==> src/rtl/rv32i_types.sv <==
// Shared types for the RV32I pipeline sequencer: FSM states and the per-stage enable bundle.
package rv32i_types;

    typedef enum logic {
        RUN      = 1'b0,
        MEM_WAIT = 1'b1
    } pipe_state_t;

    typedef struct packed {
        logic pc;
        logic if_id;
        logic id_ex;
        logic ex_mem;
        logic mem_wb;
    } stage_en_t;

    localparam stage_en_t EN_NONE = '0;
    localparam stage_en_t EN_ALL  = '1;
    // Load-use bubble: hold PC and IF/ID, let ID/EX take a NOP, drain the back end.
    localparam stage_en_t EN_HAZ  = '{pc: 1'b0, if_id: 1'b0, id_ex: 1'b1, ex_mem: 1'b1, mem_wb: 1'b1};

endpackage

==> src/rtl/sat_counter.sv <==
// Saturating up-counter with a synchronous clear; sticks at all-ones instead of wrapping.
module sat_counter #(
    parameter int W = 32
) (
    input  logic         clk,
    input  logic         clr,
    input  logic         inc,
    output logic [W-1:0] count
);

    logic [W-1:0] count_q;
    logic [W-1:0] count_d;

    // NOTE: every combinational output gets a default first, so no path leaves it unassigned (no latch).
    always_comb begin
        count_d = count_q;
        if (clr) begin
            count_d = '0;
        end else if (inc && (count_q != '1)) begin
            count_d = count_q + 1'b1;
        end
    end

    // NOTE: state updates use non-blocking assignments so every flop samples pre-edge values.
    always_ff @(posedge clk) begin
        count_q <= count_d;
    end

    assign count = count_q;

endmodule

==> src/rtl/pipeline_ctrl.sv <==
// Pipeline sequencer: merges cache handshakes, load-use hazards and redirects into stage
// enables, bubble/flush controls, saturating perf counters and a sticky hang watchdog.
module pipeline_ctrl
    import rv32i_types::*;
#(
    parameter int CNT_W   = 32,
    parameter int TIMEOUT = 1024
) (
    input  logic             clk,
    input  logic             rst,
    input  logic             imem_req,
    input  logic             imem_resp,
    input  logic             dmem_req,
    input  logic             dmem_resp,
    input  logic [4:0]       id_rs1,
    input  logic [4:0]       id_rs2,
    input  logic             id_use_rs1,
    input  logic             id_use_rs2,
    input  logic             ex_is_load,
    input  logic [4:0]       ex_rd,
    input  logic             ex_redirect,
    output logic             pc_en,
    output logic             if_id_en,
    output logic             id_ex_en,
    output logic             ex_mem_en,
    output logic             mem_wb_en,
    output logic             bubble_id_ex,
    output logic             flush_if_id,
    output logic [CNT_W-1:0] stall_mem_cnt,
    output logic [CNT_W-1:0] stall_haz_cnt,
    output logic [CNT_W-1:0] flush_cnt,
    output logic             hang
);

    localparam int WD_W = $clog2(TIMEOUT + 1);
    localparam logic [WD_W-1:0] WD_MAX = WD_W'(TIMEOUT);

    pipe_state_t     state_q, state_d;
    logic            imem_done_q, imem_done_d;
    logic            dmem_done_q, dmem_done_d;
    logic [WD_W-1:0] wdog_q, wdog_d;
    logic            hang_q, hang_d;

    logic      imem_ok, dmem_ok, adv, haz;
    stage_en_t en;
    logic      bubble, flush;

    always_comb begin
        imem_ok = !imem_req || imem_resp || imem_done_q;
        dmem_ok = !dmem_req || dmem_resp || dmem_done_q;
        adv     = imem_ok && dmem_ok;
        haz     = ex_is_load && (ex_rd != 5'd0) &&
                  ((id_use_rs1 && (id_rs1 == ex_rd)) || (id_use_rs2 && (id_rs2 == ex_rd)));

        state_d = state_q;
        case (state_q)
            RUN:      if (!adv) state_d = MEM_WAIT;
            MEM_WAIT: if (adv)  state_d = RUN;
        endcase

        // An early response is parked until the other side is ready too.
        imem_done_d = adv ? 1'b0 : (imem_done_q || imem_resp);
        dmem_done_d = adv ? 1'b0 : (dmem_done_q || dmem_resp);

        wdog_d = adv ? '0 : ((wdog_q == WD_MAX) ? wdog_q : wdog_q + 1'b1);
        hang_d = hang_q || (wdog_d == WD_MAX);

        en     = EN_ALL;
        bubble = 1'b0;
        flush  = 1'b0;
        if (rst || !adv) begin
            en = EN_NONE;
        end else if (ex_redirect) begin
            bubble = 1'b1;
            flush  = 1'b1;
        end else if (haz) begin
            en     = EN_HAZ;
            bubble = 1'b1;
        end
    end

    always_ff @(posedge clk) begin
        if (rst) begin
            state_q     <= RUN;
            imem_done_q <= 1'b0;
            dmem_done_q <= 1'b0;
            wdog_q      <= '0;
            hang_q      <= 1'b0;
        end else begin
            state_q     <= state_d;
            imem_done_q <= imem_done_d;
            dmem_done_q <= dmem_done_d;
            wdog_q      <= wdog_d;
            hang_q      <= hang_d;
        end
    end

    sat_counter #(.W(CNT_W)) u_stall_mem_cnt (
        .clk   (clk),
        .clr   (rst),
        .inc   (!adv),
        .count (stall_mem_cnt)
    );

    sat_counter #(.W(CNT_W)) u_stall_haz_cnt (
        .clk   (clk),
        .clr   (rst),
        .inc   (adv && haz && !ex_redirect),
        .count (stall_haz_cnt)
    );

    sat_counter #(.W(CNT_W)) u_flush_cnt (
        .clk   (clk),
        .clr   (rst),
        .inc   (adv && ex_redirect),
        .count (flush_cnt)
    );

    assign pc_en        = en.pc;
    assign if_id_en     = en.if_id;
    assign id_ex_en     = en.id_ex;
    assign ex_mem_en    = en.ex_mem;
    assign mem_wb_en    = en.mem_wb;
    assign bubble_id_ex = bubble;
    assign flush_if_id  = flush;
    assign hang         = hang_q;

endmodule

==> config.mk <==
export PLATFORM = sky130hd
export DESIGN_NAME = pipeline_ctrl
export DESIGN_NICKNAME = d
export VERILOG_FILES = /design/src/rtl/rv32i_types.sv /design/src/rtl/sat_counter.sv /design/src/rtl/pipeline_ctrl.sv
export SDC_FILE = /design/constraint.sdc
export NUM_CORES = 1
export LEC_CHECK = 0
export CAP_MARGIN = 20
export CORE_ASPECT_RATIO = 1.2
export CORE_MARGIN = 8
export CORE_UTILIZATION = 53
export CTS_BUF_LIST = sky130_fd_sc_hd__clkbuf_4 sky130_fd_sc_hd__clkbuf_8
export DETAILED_ROUTE_END_ITERATION = 16
export MAX_ROUTING_LAYER = met4
export PLACE_DENSITY = 0.83
export SYNTH_ARGS = -nofsm -noshare
export SYNTH_HDL_FRONTEND = slang
export SYNTH_HIERARCHICAL = 1
export SYNTH_SLANG_ARGS = --single-unit
==> constraint.sdc <==
create_clock -name clk -period 3.67 [get_ports clk]
set_clock_uncertainty 0.05 [all_clocks]
set_input_delay 0.734 -clock clk [delete_from_list [all_inputs] [get_ports clk]]
set_output_delay 0.734 -clock clk [all_outputs]
set_load 0.02 [all_outputs]
Yosys cells after proc, flatten, opt, wreduce, memory -nomap -nowiden. Cells that the tools add are included.

Flip-flop bits (word level): 110. Input port bits: 25. Output and inout port bits: 104. Logic and storage cells: 54.

$add $sub $neg: 4. Eq/ne operators: 7. Multiplexer cells: 10. Reductions and logical operators: 26.

Operators with widths (count): adder 32 x 1 -> 32 bit (second input constant) (3); != test 32 bit (second input constant) (3); equality test 11 bit (second input constant) (2); 2-to-1 mux 11 bit (2); 2-to-1 mux 5 bit (3); adder 11 x 1 -> 11 bit (second input constant) (1); logical AND 1 bit (11); equality test 5 bit (2); logical OR 1 bit (9); 2-to-1 mux 1 bit (5); nonzero test 5 bit (1); zero test 1 bit (4); OR reduction 2 bit (1).

Depth between registers and ports, before layout. Gate-level depths: netlist of run 1.

Depth after elaboration: 7. Mapped depth: 10. Depth with buffers taken out: 10.

Cells and area by module. Netlist of run 1, hierarchy kept.

By module, submodules not included: sat_counter (times used 3, cells each 199, area each 1674.1 um^2, sequential area each 640.6 um^2); pipeline_ctrl (times used 1, cells each 115, area each 928.4 um^2, sequential area each 280.3 um^2).

Worst setup path after synthesis of run 1. Ideal clock, no wire load.

Path kind: input-to-reg. Start point: input port ex_rd[2]. End point: register u_stall_haz_cnt.count_q[31], in the netlist u_stall_haz_cnt/count[31]. Library setup time: 121 ps. Arrival time: 3138 ps. Required time: 3499 ps. Path slack: 362 ps. Stages on the path: 10. Path buffers: 0. Cell sequence: xnor2_1 nand4_1 o22ai_1 o211ai_1 nor3_1 nand4_1 nor4_2 nand4_1 nor4_1 mux2_2.

Longest elaborated chain between the ends: 7. Elaborated cells between the ends (all ways): 11. Classes of those cells: 2 x eq/ne; 9 x reduce/logical.

RTL lines: from (decl) (line pipeline_ctrl.sv:20) `input logic [4:0] ex_rd,`; equality test 5 bit (line pipeline_ctrl.sv:53) `((id_use_rs1 && (id_rs1 == ex_rd)) || (id_use_rs2 && (id_rs2 == ex_rd)));`; logical AND 1 bit (line pipeline_ctrl.sv:53); logical OR 1 bit (line pipeline_ctrl.sv:53); logical AND 1 bit (*) (line pipeline_ctrl.sv:52) `haz = ex_is_load && (ex_rd != 5'd0) &&`; logical AND 1 bit (*) (2 in series) (line pipeline_ctrl.sv:108) `.inc (adv && haz && !ex_redirect),`; logical AND 1 bit (*) (line sat_counter.sv:19) `end else if (inc && (count_q != '1)) begin`; to (signal assigned) (line sat_counter.sv:26) `count_q <= count_d;`; to (decl) (line sat_counter.sv:11) `logic [W-1:0] count_q;`.

Every way passes the cells marked *; elsewhere a longest branch is shown, timed or not. A chain may end at the register's enable or synchronous reset.

Worst setup path in the final report of run 1.
Start point: input port ex_rd[1]. End point: output port bubble_id_ex.

Longest elaborated chain between the ends: 7. Elaborated cells between the ends (all ways): 11. Classes of those cells: 2 x eq/ne; 3 x mux; 6 x reduce/logical.

RTL lines: equality test 5 bit (line pipeline_ctrl.sv:53); logical AND 1 bit (line pipeline_ctrl.sv:53); logical OR 1 bit (line pipeline_ctrl.sv:53); logical AND 1 bit (*) (line pipeline_ctrl.sv:52); 2-to-1 mux 1 bit (*) (line pipeline_ctrl.sv:76) `end else if (haz) begin`; 2-to-1 mux 1 bit (*) (line pipeline_ctrl.sv:73) `end else if (ex_redirect) begin`; 2-to-1 mux 1 bit (*) (line pipeline_ctrl.sv:71) `if (rst || !adv) begin`; to (decl) (line pipeline_ctrl.sv:27) `output logic bubble_id_ex,`.

Marks and branches as above.

==> results of run 1 <==
[worst min-delay path: stages (launching register included)]
cell	delay [ps]
sky130_fd_sc_hd__dfxtp_1	330
sky130_fd_sc_hd__nor2_1	50
sky130_fd_sc_hd__nor2_1	80
[Yosys cell counts (4+ instances only)]
library cell                number  area (µm²)
sky130_fd_sc_hd__nor3b_1         7        52.6
sky130_fd_sc_hd__a31o_2          4        35.0
sky130_fd_sc_hd__or4_1          37         278
sky130_fd_sc_hd__nand2b_1        6        37.5
sky130_fd_sc_hd__xnor2_1        32         280
sky130_fd_sc_hd__nand3_1        47         235
sky130_fd_sc_hd__a2111oi_0       6        52.6
sky130_fd_sc_hd__inv_1          13        48.8
sky130_fd_sc_hd__nor2_1         58         218
sky130_fd_sc_hd__nand2_1        36         135
sky130_fd_sc_hd__and3_1         10        62.6
sky130_fd_sc_hd__ha_1            5        62.6
sky130_fd_sc_hd__a31oi_1         4        25.0
sky130_fd_sc_hd__buf_2          10        50.1
sky130_fd_sc_hd__o21ai_0        26         130
sky130_fd_sc_hd__dfxtp_1       110        2200
sky130_fd_sc_hd__nor2b_1         8        50.1
sky130_fd_sc_hd__or3_1          31         194
sky130_fd_sc_hd__nor4_1         12        75.1
sky130_fd_sc_hd__nand4_1        33         206
sky130_fd_sc_hd__xor2_1          6        52.6
sky130_fd_sc_hd__o31ai_1        37         278
sky130_fd_sc_hd__a21oi_1        70         350
sky130_fd_sc_hd__and4_1         12         105
sky130_fd_sc_hd__clkbuf_1       25        93.8
sky130_fd_sc_hd__nor3_1         12        60.1
[final cells by class]
cell class,instances,area (µm²),share of cell area
tap,132,165,0.0217
inverter,13,48.8,0.00640
timing repair buffer,151,1460,0.192
clock inverter,5,50.0,0.00657
clock buffer,11,139,0.0182
multi-input combinational,551,3550,0.466
sequential,110,2200,0.289
[stage by stage]
stage | instances | hold slack [ps] | setup TNS [ps]
global route | 973 | 478 | 0
detailed placement | 957 | 421 | -17.2
CTS | 973 | 441 | 0
global placement | 957 | 400 | 0
finish | 973 | 437 | 0
floorplan | 712 | 387 | 0
[cells in the final DEF, fill, tap and decap left out, types with 9 or more instances in the layout]
cell,instances
sky130_fd_sc_hd__clkdlybuf4s50_1,125
sky130_fd_sc_hd__dfxtp_1,110
sky130_fd_sc_hd__a21oi_1,70
sky130_fd_sc_hd__nor2_1,58
sky130_fd_sc_hd__nand3_1,47
sky130_fd_sc_hd__or4_1,37
sky130_fd_sc_hd__o31ai_1,37
sky130_fd_sc_hd__nand2_1,36
sky130_fd_sc_hd__nand4_1,33
sky130_fd_sc_hd__xnor2_1,32
sky130_fd_sc_hd__or3_1,31
sky130_fd_sc_hd__o21ai_0,26
sky130_fd_sc_hd__buf_4,24
sky130_fd_sc_hd__inv_1,13
sky130_fd_sc_hd__nor3_1,12
sky130_fd_sc_hd__and4_1,12
sky130_fd_sc_hd__and3_1,10
sky130_fd_sc_hd__clkbuf_8,9
sky130_fd_sc_hd__nor4_1,9
[report_power, final]
part	switching [mW]	internal, mW	total (mW)
clock network	0.406	0.327	0.733
logic	0.0788	0.0735	0.152
registers	0.00912	1.20	1.21
total	0.494	1.60	2.09
[final timing paths]
| path | slack (ps) | to |
|---|---|---|
| max | 130 | bubble_id_ex |
| max reg2reg | 880 | u_stall_mem_cnt/count[9] |
| min reg2reg | 440 | imem_done_q |
| min | 440 | imem_done_q |
[routing by layer]
layer,vias up,track usage,share of wire
met5,-,-,0
met2,204,0.379,0.49
met3,26,0.0545,0.064
met1,2894,0.264,0.43
met4,0,0.0751,0.017
li1,2944,-,-
[cells by family after synthesis]
logic type	after synthesis	share of synthesized area
buffers and inverters	51	0.0362
DFF	110	0.370
and+or+nand+nor	335	0.333
AOI/OAI and AO/OA	164	0.178
adders and majority gates	5	0.0105
xor gates and xnor gates	38	0.0559
muxes	9	0.0164
[flip-flops by register name (all words and copies together) (netlist names)]
signal	flops
u_flush_cnt/count	32
u_stall_haz_cnt/count	32
u_stall_mem_cnt/count	32
wdog_q	11
dmem_done_q	1
hang	1
imem_done_q	1
[timing repair]
item | 4_1_cts | 5_1_grt
setup buffers | 0 | 0
endpoints found under the setup margin | 0 | 1
gates resized for setup | 0 | 1
endpoints found under the hold margin | 0 | 0
hold buffers | 0 | 0
==> tab_implementation.tex, run 1 <==
\begin{tabular}{lr}
\hline
Metric & Value \\
\hline
\multicolumn{2}{l}{\textbf{Yosys}} \\
\quad Number of distinct library cells after synthesis & 52 \\
\quad Count of synthesis-stage warnings from yosys & 6 \\
\quad Synthesized area divided by synthesized cell count & 8.36 µm² \\
\quad Synthesized cell area & between 5000 and 6000 µm² \\
\quad FF+latch count, synth & 110 \\
\quad Main flop type after synthesis & sky130\_fd\_sc\_hd\_\_dfxtp\_1 \\
\quad Net Count, Synth & between 700 and 800 \\
\quad Register area share after synthesis & 0.370 \\
\quad Proportion of register bits with asynchronous set or reset after synthesis & 0 \\
\quad EDFF count, synth & 0 \\
\quad Cell count after synthesis & between 700 and 800 \\
\multicolumn{2}{l}{\textbf{Outcome}} \\
\quad Run status & complete, no violations \\
\multicolumn{2}{l}{\textbf{STA}} \\
\quad Crit share post-route & 0.966 \\
\quad Worst-margin pin slew & $\sim$950 ps \\
\quad Final Worst Setup Slack & approximately 130 ps \\
\quad Hold violation count in the final report & 0 \\
\quad Min Clock Period, post-route & $\sim$3500 ps \\
\quad Headroom to the max-slew limit & 0.362 \\
\quad Number of pins exceeding their max-slew limit in the final report & 0 \\
\quad Final setup viols & 0 \\
\quad Highest achievable clock rate & approximately 280 MHz \\
\quad RSZ-0062 raised after global routing & false \\
\multicolumn{2}{l}{\textbf{Floorplanning}} \\
\quad Core area & 11000 µm² \\
\quad Vertical die dimension & roughly 130 µm \\
\quad Overall die area & around 15000 µm² \\
\quad Ports & 129 \\
\quad Number of cell rows & 42 \\
\quad X dimension of the die & 113 µm \\
\quad Starting density of the core & 0.542 \\
\multicolumn{2}{l}{\textbf{Finish}} \\
\quad Layout-stage area growth over the synthesis result & 28.1\% \\
\quad Utilization after layout & 0.694 \\
\quad Design Area, Final & approximately 7600 µm² \\
\quad Post-layout net count & between 800 and 900 \\
\quad Antenna diodes & 0 \\
\quad Fraction of final layout cells with drive strength greater than 1 & 0.0880 \\
\quad Fillers & 894 \\
\multicolumn{2}{l}{\textbf{Clock tree}} \\
\quad Clk buf depth & 2 \\
\quad Reg clk slew, reported paths & around 90 ps \\
\quad CTS Sinks & between 100 and 150 \\
\quad TritonCTS clock tree & built \\
\quad Worst-Skew Late Latency & approximately 380 ps \\
\quad Clk Tree Root Cell & sky130\_fd\_sc\_hd\_\_clkbuf\_8 \\
\quad Number of buffers created by CTS & 9 \\
\quad Clock H-tree levels & 3 \\
\multicolumn{2}{l}{\textbf{Setup path}} \\
\quad Required time reported for the critical path endpoint & $\sim$2900 ps \\
\quad Cell Chain, Critical Path & clkdlybuf4s50\_1, or4\_1, o211ai\_1, a21boi\_0, clkdlybuf4s50\_1 \\
\quad Worst Path Arrival & about 2800 ps \\
\quad Critical path fanouts, max & 3 \\
\quad Type of the worst setup path & input port to output pin \\
\quad Critical path endpoint category & output pin \\
\quad Worst Setup Start Kind & input port \\
\quad CP Launch Point & ex\_rd[1] \\
\quad Most repeated library cell on the critical path & sky130\_fd\_sc\_hd\_\_clkdlybuf4s50\_1 \\
\quad Category of cells accounting for the largest share of critical-path delay & buffers and inverters \\
\quad Largest stage delay on the critical path & about 560 ps \\
\quad Depth of the critical timing path with buffers and inverters included & 5 \\
\quad Startpoint of the worst-slack reg-to-reg timing path & u\_stall\_mem\_cnt/count[13] \\
\quad CP max-delay cell & sky130\_fd\_sc\_hd\_\_clkdlybuf4s50\_1 \\
\quad Length in cells of the worst reg-to-reg path & 6 \\
\quad Worst path buffer plus inverter count & 2 \\
\multicolumn{2}{l}{\textbf{Min path}} \\
\quad Min-Delay Startpoint & imem\_done\_q \\
\quad Hold Crit Depth & 2 \\
\quad Hold/Removal Path Class & flip-flop to flip-flop \\
\multicolumn{2}{l}{\textbf{Routing}} \\
\quad Drc violations & 0 \\
\quad Routed vias/inst & 6.24 \\
\quad Total Wirelength & roughly 16 mm \\
\quad Pre-antenna DRT Iters & 5 \\
\quad Drt initial violations & between 400 and 500 \\
\quad Antenna Violating Nets Remaining & 0 \\
\quad Overall via count from detail\_route & around 6000 \\
\quad Routed wire length per instance & roughly 17 µm \\
\multicolumn{2}{l}{\textbf{Placement}} \\
\quad Final weighted congestion in routability-driven placement & 0.900 \\
\quad Post-detailed-placement half-perimeter wirelength & roughly 12 mm \\
\quad Count of buffers inserted at the top-level ports & 128 \\
\quad Worst-case setup slack after placement & -16.4 ps \\
\quad Post-Place Cell Area & 7430 µm² \\
\multicolumn{2}{l}{\textbf{Pwr}} \\
\quad Power, Total & 2.09 mW \\
\quad Leakage & 2.32 nW \\
\quad Peak supply drop & roughly 0.25 mV \\
\quad Power per unit of standard cell area & about 270 nW/µm² \\
\multicolumn{2}{l}{\textbf{Global route}} \\
\quad Wire length of the first global-routing pass & between 20 and 30 mm \\
\quad Via count of the first global-routing pass & 5857 \\
\quad Total global-route track usage & 0.228 \\
\quad Antenna violations before repair & 0 \\
\quad Largest net degree at the start of global routing & 71 \\
\quad Overflow left after global routing & 0 \\
\multicolumn{2}{l}{\textbf{Flow run}} \\
\quad Count of max-cap constraint violations & 0 \\
\hline
\end{tabular}
Note: power is estimated with default switching activity, not from simulation.
==> run 2: changes to the inputs <==
--- a/config.mk
+++ b/config.mk
@@ -6,11 +6,12 @@
 export NUM_CORES = 1
 export LEC_CHECK = 0
 export CAP_MARGIN = 20
-export CORE_ASPECT_RATIO = 1.2
+export CORE_ASPECT_RATIO = 1.25
 export CORE_MARGIN = 8
 export CORE_UTILIZATION = 53
 export CTS_BUF_LIST = sky130_fd_sc_hd__clkbuf_4 sky130_fd_sc_hd__clkbuf_8
 export DETAILED_ROUTE_END_ITERATION = 16
+export HOLD_SLACK_MARGIN = 0.1
 export MAX_ROUTING_LAYER = met4
 export PLACE_DENSITY = 0.83
 export SYNTH_ARGS = -nofsm -noshare
==> run 2 against run 1 <==
  * Fmax increased by 5.9%
  * First-iteration DRC count increased by 15%
  * Hold slack improved by 5.9 ps
  * Sequential cell count unchanged
  * Routed wire length increased by 1.7%
  * Register-to-register slack improved by 250 ps
  * Core utilization decreased by 0.087 points
  * Cell area increased by 0.30%
  * Critical endpoint unchanged
==> tab_implementation.tex, run 2 (synthesis gave the netlist of run 1 again) <==
\begin{tabular}{lr}
\hline
Metric & Value \\
\hline
\multicolumn{2}{l}{\textbf{STA}} \\
\quad Final setup viols & 0 (unchanged) \\
\quad Highest achievable clock rate & 299 MHz (+5.9\%) \\
\quad Number of pins exceeding their max-slew limit in the final report & 0 (unchanged) \\
\quad Crit share post-route & 0.912 (-0.0539) \\
\quad Sum of negative setup slack & 0 ps (unchanged) \\
\quad Hold slack final & 443 ps (+5.89 ps) \\
\quad Headroom to the max-slew limit & 0.398 (+0.0363) \\
\quad Min Clock Period, post-route & 3350 ps (-198 ps) \\
\quad Hold violation count in the final report & 0 (unchanged) \\
\quad Worst-margin pin slew & 903 ps (-46.5 ps) \\
\quad RSZ-0062 raised after global routing & false \\
\multicolumn{2}{l}{\textbf{Routing}} \\
\quad Drt initial violations & 477 (+15\%) \\
\quad Total Wirelength & 16.7 mm (+1.7\%) \\
\quad Routed vias/inst & 6.28 (+0.69\%) \\
\quad Drc violations & 0 (unchanged) \\
\quad Overall via count from detail\_route & 6135 (+1.1\%) \\
\quad Routed wire length per instance & 17.1 µm (+1.3\%) \\
\quad Pre-antenna DRT Iters & 4 (-1) \\
\quad Antenna Violating Nets Remaining & 0 (unchanged) \\
\multicolumn{2}{l}{\textbf{Setup path}} \\
\quad Type of the worst setup path & input port to output pin \\
\quad Worst Path Arrival & 2560 ps (-200 ps) \\
\quad Critical path endpoint category & output pin \\
\quad Length in cells of the worst reg-to-reg path & 5 (-1) \\
\quad Critical path fanouts, max & 3 (unchanged) \\
\quad Worst Setup Start Kind & input port \\
\quad Required time reported for the critical path endpoint & 2890 ps (about the same) \\
\multicolumn{2}{l}{\textbf{Placement}} \\
\quad Placed instance count & 959 (+0.21\%) \\
\quad Count of buffers inserted at the top-level ports & 128 (unchanged) \\
\quad Final weighted congestion in routability-driven placement & 0.860 (-4.5\%) \\
\quad Post-Place Cell Area & 7430 µm² (about the same) \\
\quad Post-detailed-placement half-perimeter wirelength & 12.4 mm (+2.6\%) \\
\multicolumn{2}{l}{\textbf{Global route}} \\
\quad Antenna violations before repair & 1 (+1) \\
\quad Total global-route track usage & 0.225 (-0.00348) \\
\quad Wire length of the first global-routing pass & 28.2 mm (+1.4\%) \\
\quad Via count of the first global-routing pass & 5886 (+0.50\%) \\
\quad Overflow left after global routing & 0 (unchanged) \\
\quad Largest net degree at the start of global routing & 89 (+25\%) \\
\multicolumn{2}{l}{\textbf{Floorplanning}} \\
\quad Vertical die dimension & 134 µm (+1.8\%) \\
\quad Ports & 129 (unchanged) \\
\quad Starting density of the core & 0.540 (-0.00227) \\
\quad X dimension of the die & 111 µm (-1.7\%) \\
\quad Number of cell rows & 43 (+2.4\%) \\
\quad Core area & 11000 µm² (+0.42\%) \\
\quad Overall die area & 14900 µm² (about the same) \\
\multicolumn{2}{l}{\textbf{Finish}} \\
\quad Commonest cells after routing, fill and taps aside & sky130\_fd\_sc\_hd\_\_clkdlybuf4s50\_1, sky130\_fd\_sc\_hd\_\_dfxtp\_1, sky130\_fd\_sc\_hd\_\_a21oi\_1 \\
\quad Design Area, Final & 7640 µm² (+0.30\%) \\
\quad Final non-filler cell total & 977 (+0.41\%) \\
\quad Post-layout net count & 866 (unchanged) \\
\quad Layout-stage area growth over the synthesis result & 28.4\% \\
\quad Most frequent standard cell in the layout excluding fill and tap cells & sky130\_fd\_sc\_hd\_\_clkdlybuf4s50\_1 \\
\quad Fraction of final layout cells with drive strength greater than 1 & 0.0880 (unchanged) \\
\multicolumn{2}{l}{\textbf{Clock tree}} \\
\quad CTS Sinks & 110 (unchanged) \\
\quad Clk buf depth & 2 (unchanged) \\
\quad Clock H-tree levels & 3 (unchanged) \\
\quad Clk Tree Root Cell & sky130\_fd\_sc\_hd\_\_clkbuf\_8 \\
\quad Worst-Skew Late Latency & 370 ps (about the same) \\
\quad TritonCTS clock tree & built \\
\quad Number of buffers created by CTS & 9 (unchanged) \\
\quad Reg clk slew, reported paths & 100 ps (about the same) \\
\quad Hold buffer count at CTS & 0 (unchanged) \\
\multicolumn{2}{l}{\textbf{Pwr}} \\
\quad Peak supply drop & 0.240 mV (-5.4\%) \\
\quad Power, Total & 2.12 mW (+1.3\%) \\
\quad Design internal power & 1.60 mW (+0.10\%) \\
\quad Logic pwr share & 0.073 (about the same) \\
\quad Power per unit of standard cell area & 277 nW/µm² (+0.97\%) \\
\quad Fraction of power spent switching nets & 0.245 (+0.00881) \\
\quad Leakage & 2.33 nW (+0.40\%) \\
\quad Sequential cell fraction of total power & 0.570 (-0.007) \\
\quad Switching pwr & 0.519 mW (+5.1\%) \\
\quad Clock share of power & 0.357 (+0.007) \\
\multicolumn{2}{l}{\textbf{Outcome}} \\
\quad Run status & complete, no violations \\
\multicolumn{2}{l}{\textbf{Min path}} \\
\quad Hold/Removal Path Class & flip-flop to flip-flop \\
\quad Hold Crit Depth & 2 (unchanged) \\
\multicolumn{2}{l}{\textbf{Flow run}} \\
\quad Count of max-cap constraint violations & 0 (unchanged) \\
\hline
\end{tabular}
[run 2: final timing paths]
kind | start | endpoint | slack, ps
setup reg to reg | u_stall_haz_cnt/count[3] | u_stall_haz_cnt/count[19] | 1130
hold reg to reg | dmem_done_q | dmem_done_q | 440
setup / recovery | ex_rd[4] | bubble_id_ex | 320
hold / removal | dmem_done_q | dmem_done_q | 440
[run 2: power groups by stage]
stage | Sequential [mW] | Clock [mW] | Combinational (mW)
after floorplan | 1.24 | 0 | 0.0762
after CTS | 1.21 | 0.776 | 0.154
after global placement | 1.24 | 0 | 0.147
after global routing | 1.21 | 0.825 | 0.166
after detailed placement | 1.24 | 0 | 0.153
final | 1.21 | 0.757 | 0.154
[run 2: cell type report]
| cell class | count | area, µm² |
|---|---|---|
| inverters | 13 | 48.8 |
| diodes | 1 | 2.50 |
| clock buffers | 10 | 131 |
| multi-input cells | 551 | 3550 |
| repair buffers | 151 | 1470 |
| clock inverters | 6 | 71.3 |
| flip-flops and latches | 110 | 2200 |
| well taps | 135 | 169 |
| fillers | 877 | 3390 |
[run 2: what timing repair did]
item / 4_1_cts / 5_1_grt
setup buffers: 0 / 1
endpoints found under the setup margin: 0 / 2
gates resized for setup: 0 / 2
[run 2: through the flow]
stage                util  setup slack, ps
finish              0.693              324
global route        0.693              120
CTS                 0.692             86.3
detailed placement  0.673            -35.1
global placement    0.673             56.9
floorplan               -              362
[run 2: per-layer routing]
| metal | GRT usage | share of wire | wire length [µm] |
|---|---|---|---|
| met1 | 0.250 | 0.41 | 6910 |
| met2 | 0.379 | 0.50 | 8350 |
| met3 | 0.0728 | 0.075 | 1260 |
| met4 | 0.0609 | 0.013 | 223 |
| met5 | - | 0 | 0 |
[run 2: worst max-delay path: stages]
cell and delay, ps:
sky130_fd_sc_hd__clkdlybuf4s50_1 540, sky130_fd_sc_hd__xnor2_1 150, sky130_fd_sc_hd__nand4_1 110, sky130_fd_sc_hd__o22ai_1 170, sky130_fd_sc_hd__o211ai_1 160, sky130_fd_sc_hd__buf_4 170, sky130_fd_sc_hd__a21boi_0 240, sky130_fd_sc_hd__dlymetal6s2s_1 280
==> RTL change (config.mk and constraints of run 2) <==
`CNT_W`: 32 -> 16.
--- a/src/rtl/pipeline_ctrl.sv
+++ b/src/rtl/pipeline_ctrl.sv
@@ -3,7 +3,7 @@
 module pipeline_ctrl
     import rv32i_types::*;
 #(
-    parameter int CNT_W   = 32,
+    parameter int CNT_W   = 16,
     parameter int TIMEOUT = 1024
 ) (
     input  logic             clk,
Interface: changed (resized flush_cnt, stall_haz_cnt and stall_mem_cnt); port bits go from 129 to 81. The function was not compared with the original's and may differ.
==> RTL change against run 2 <==
  * Via count down 43%
  * Critical path type unchanged
  * Critical endpoint is now flush_if_id
  * Largest cell class unchanged
  * Final area down 40%
  * Highest routed layer unchanged
  * Total power down 35%
  * Worst setup slack worse by 11 ps
  * Area after synthesis down 42%
  * Largest power group unchanged
  * Utilization up 1.3 points
  * Fmax down 0.31%
  * Sequential cell count down 48
  * Wire length down 46%
==> RTL change: results (changes against run 2) <==
Max VDD drop 197 uV (was 240 uV); global-route wire length before repair 15.0 mm (was 28.2 mm); Netlist cell types 47 (was 52); placed inst area 4350 sq um (was 7430 sq um); drt total wl 9.11 mm (was 16.7 mm); leakage power 1.52 nW (was 2.33 nW); drt pass-1 iters 5 (was 4); largest cells by area after synthesis dfxtp_1 36%, xnor2_1 5.0%, a21oi_1 4.9% (was dfxtp_1 37%, a21oi_1 5.9%, xnor2_1 4.7%); Buffers on Ports 80 (was 128); syn nets 442 (was 742); All-Layer GR Usage 0.201 (was 0.225); synthesized area per cell 8.43 sq um (was 8.36 sq um); vias in the first global route 3298 (was 5886); nets@finish 523 (was 866); Worst Max-Slew Pin Slew 799 ps (was 903 ps); Post-DP HPWL 6.69 mm (was 12.4 mm); Clock Pin Slew Worst Setup and Hold Paths 60 ps (was 100 ps); status finished, final reports clean (unchanged); initial antenna violation count 0 (was 1); reg2reg path depth 8 (was 5); 1st-iter DRT viols 167 (was 477); Skew-Pair Late Insertion Delay 330 ps (was 370 ps); largest net degree at the start of global routing 28 (was 89); ant diodes 0 (was 1); layout cells sized above 1 0.0806 (was 0.0880); Worst Path Arrival 2570 ps (was 2560 ps); register area share after synthesis 0.357 (was 0.370); pre-CTS setup slack 66.5 ps (was -35.1 ps); via count 3475 (was 6135); top post-synthesis cells by count 62 x dfxtp_1, 34 x a21oi_1, 34 x nor2_1 (was 110 x dfxtp_1, 70 x a21oi_1, 58 x nor2_1); routed vias/inst 5.96 (was 6.28); placed cell count 569 (was 959); crit-path max FO 5 (was 3)
-- RTL change: cell type report --
| class | count | area (sq um) |
|---|---|---|
| Tap cell | 87 | 109 |
| Multi-Input combinational cell | 317 | 2090 |
| Timing Repair Buffer | 87 | 856 |
| Inverter | 16 | 60.1 |
| Sequential cell | 62 | 1240 |
| Fill cell | 545 | 1890 |
| Clock buffer | 14 | 193 |
-- RTL change: routing by layer --
| layer | GRT usage | vias up | part of all wire |
|---|---|---|---|
| li1 | - | 1708 | - |
| met1 | 0.222 | 1651 | 0.42 |
| met2 | 0.353 | 102 | 0.53 |
| met3 | 0.0293 | 14 | 0.043 |
| met4 | 0.0715 | 0 | 0.014 |
| met5 | - | - | 0 |
-- RTL change: worst max-delay path, cell delays in order --
cell,delay [ps]
clkdlybuf4s50_1,460
nor2_1,50
a22o_1,270
buf_4,170
nor3_1,210
clkdlybuf4s50_1,670
-- RTL change: worst paths after layout --
kind / startpoint / endpoint / slack (ps)
worst min register to register: imem_done_q / imem_done_q / 420
worst max register to register: dmem_done_q / u_stall_haz_cnt/count[11] / 1390
worst max-delay path: dmem_resp / flush_if_id / 310
worst min-delay path: imem_done_q / imem_done_q / 420
-- RTL change: report_power, final --
part | internal, mW | total [mW] | switching (mW)
sequential | 0.679 | 0.686 | 0.00699
combinational | 0.0627 | 0.125 | 0.0618
clock | 0.330 | 0.572 | 0.242
total | 1.07 | 1.38 | 0.310
-- RTL change: cell families (layout without fill, tap and decap cells) --
family                   after synthesis  in the layout  synth area share
AND/OR/NAND/NOR                      197            197             0.354
AO/OA/AOI/OAI                         86             86             0.153
flip-flops                            62             62             0.357
buffers and inverters                 33            117            0.0403
XOR/XNOR                              23             23            0.0580
multiplexers                           6              6            0.0184
adder cells (fa/ha/maj)                5              5            0.0180
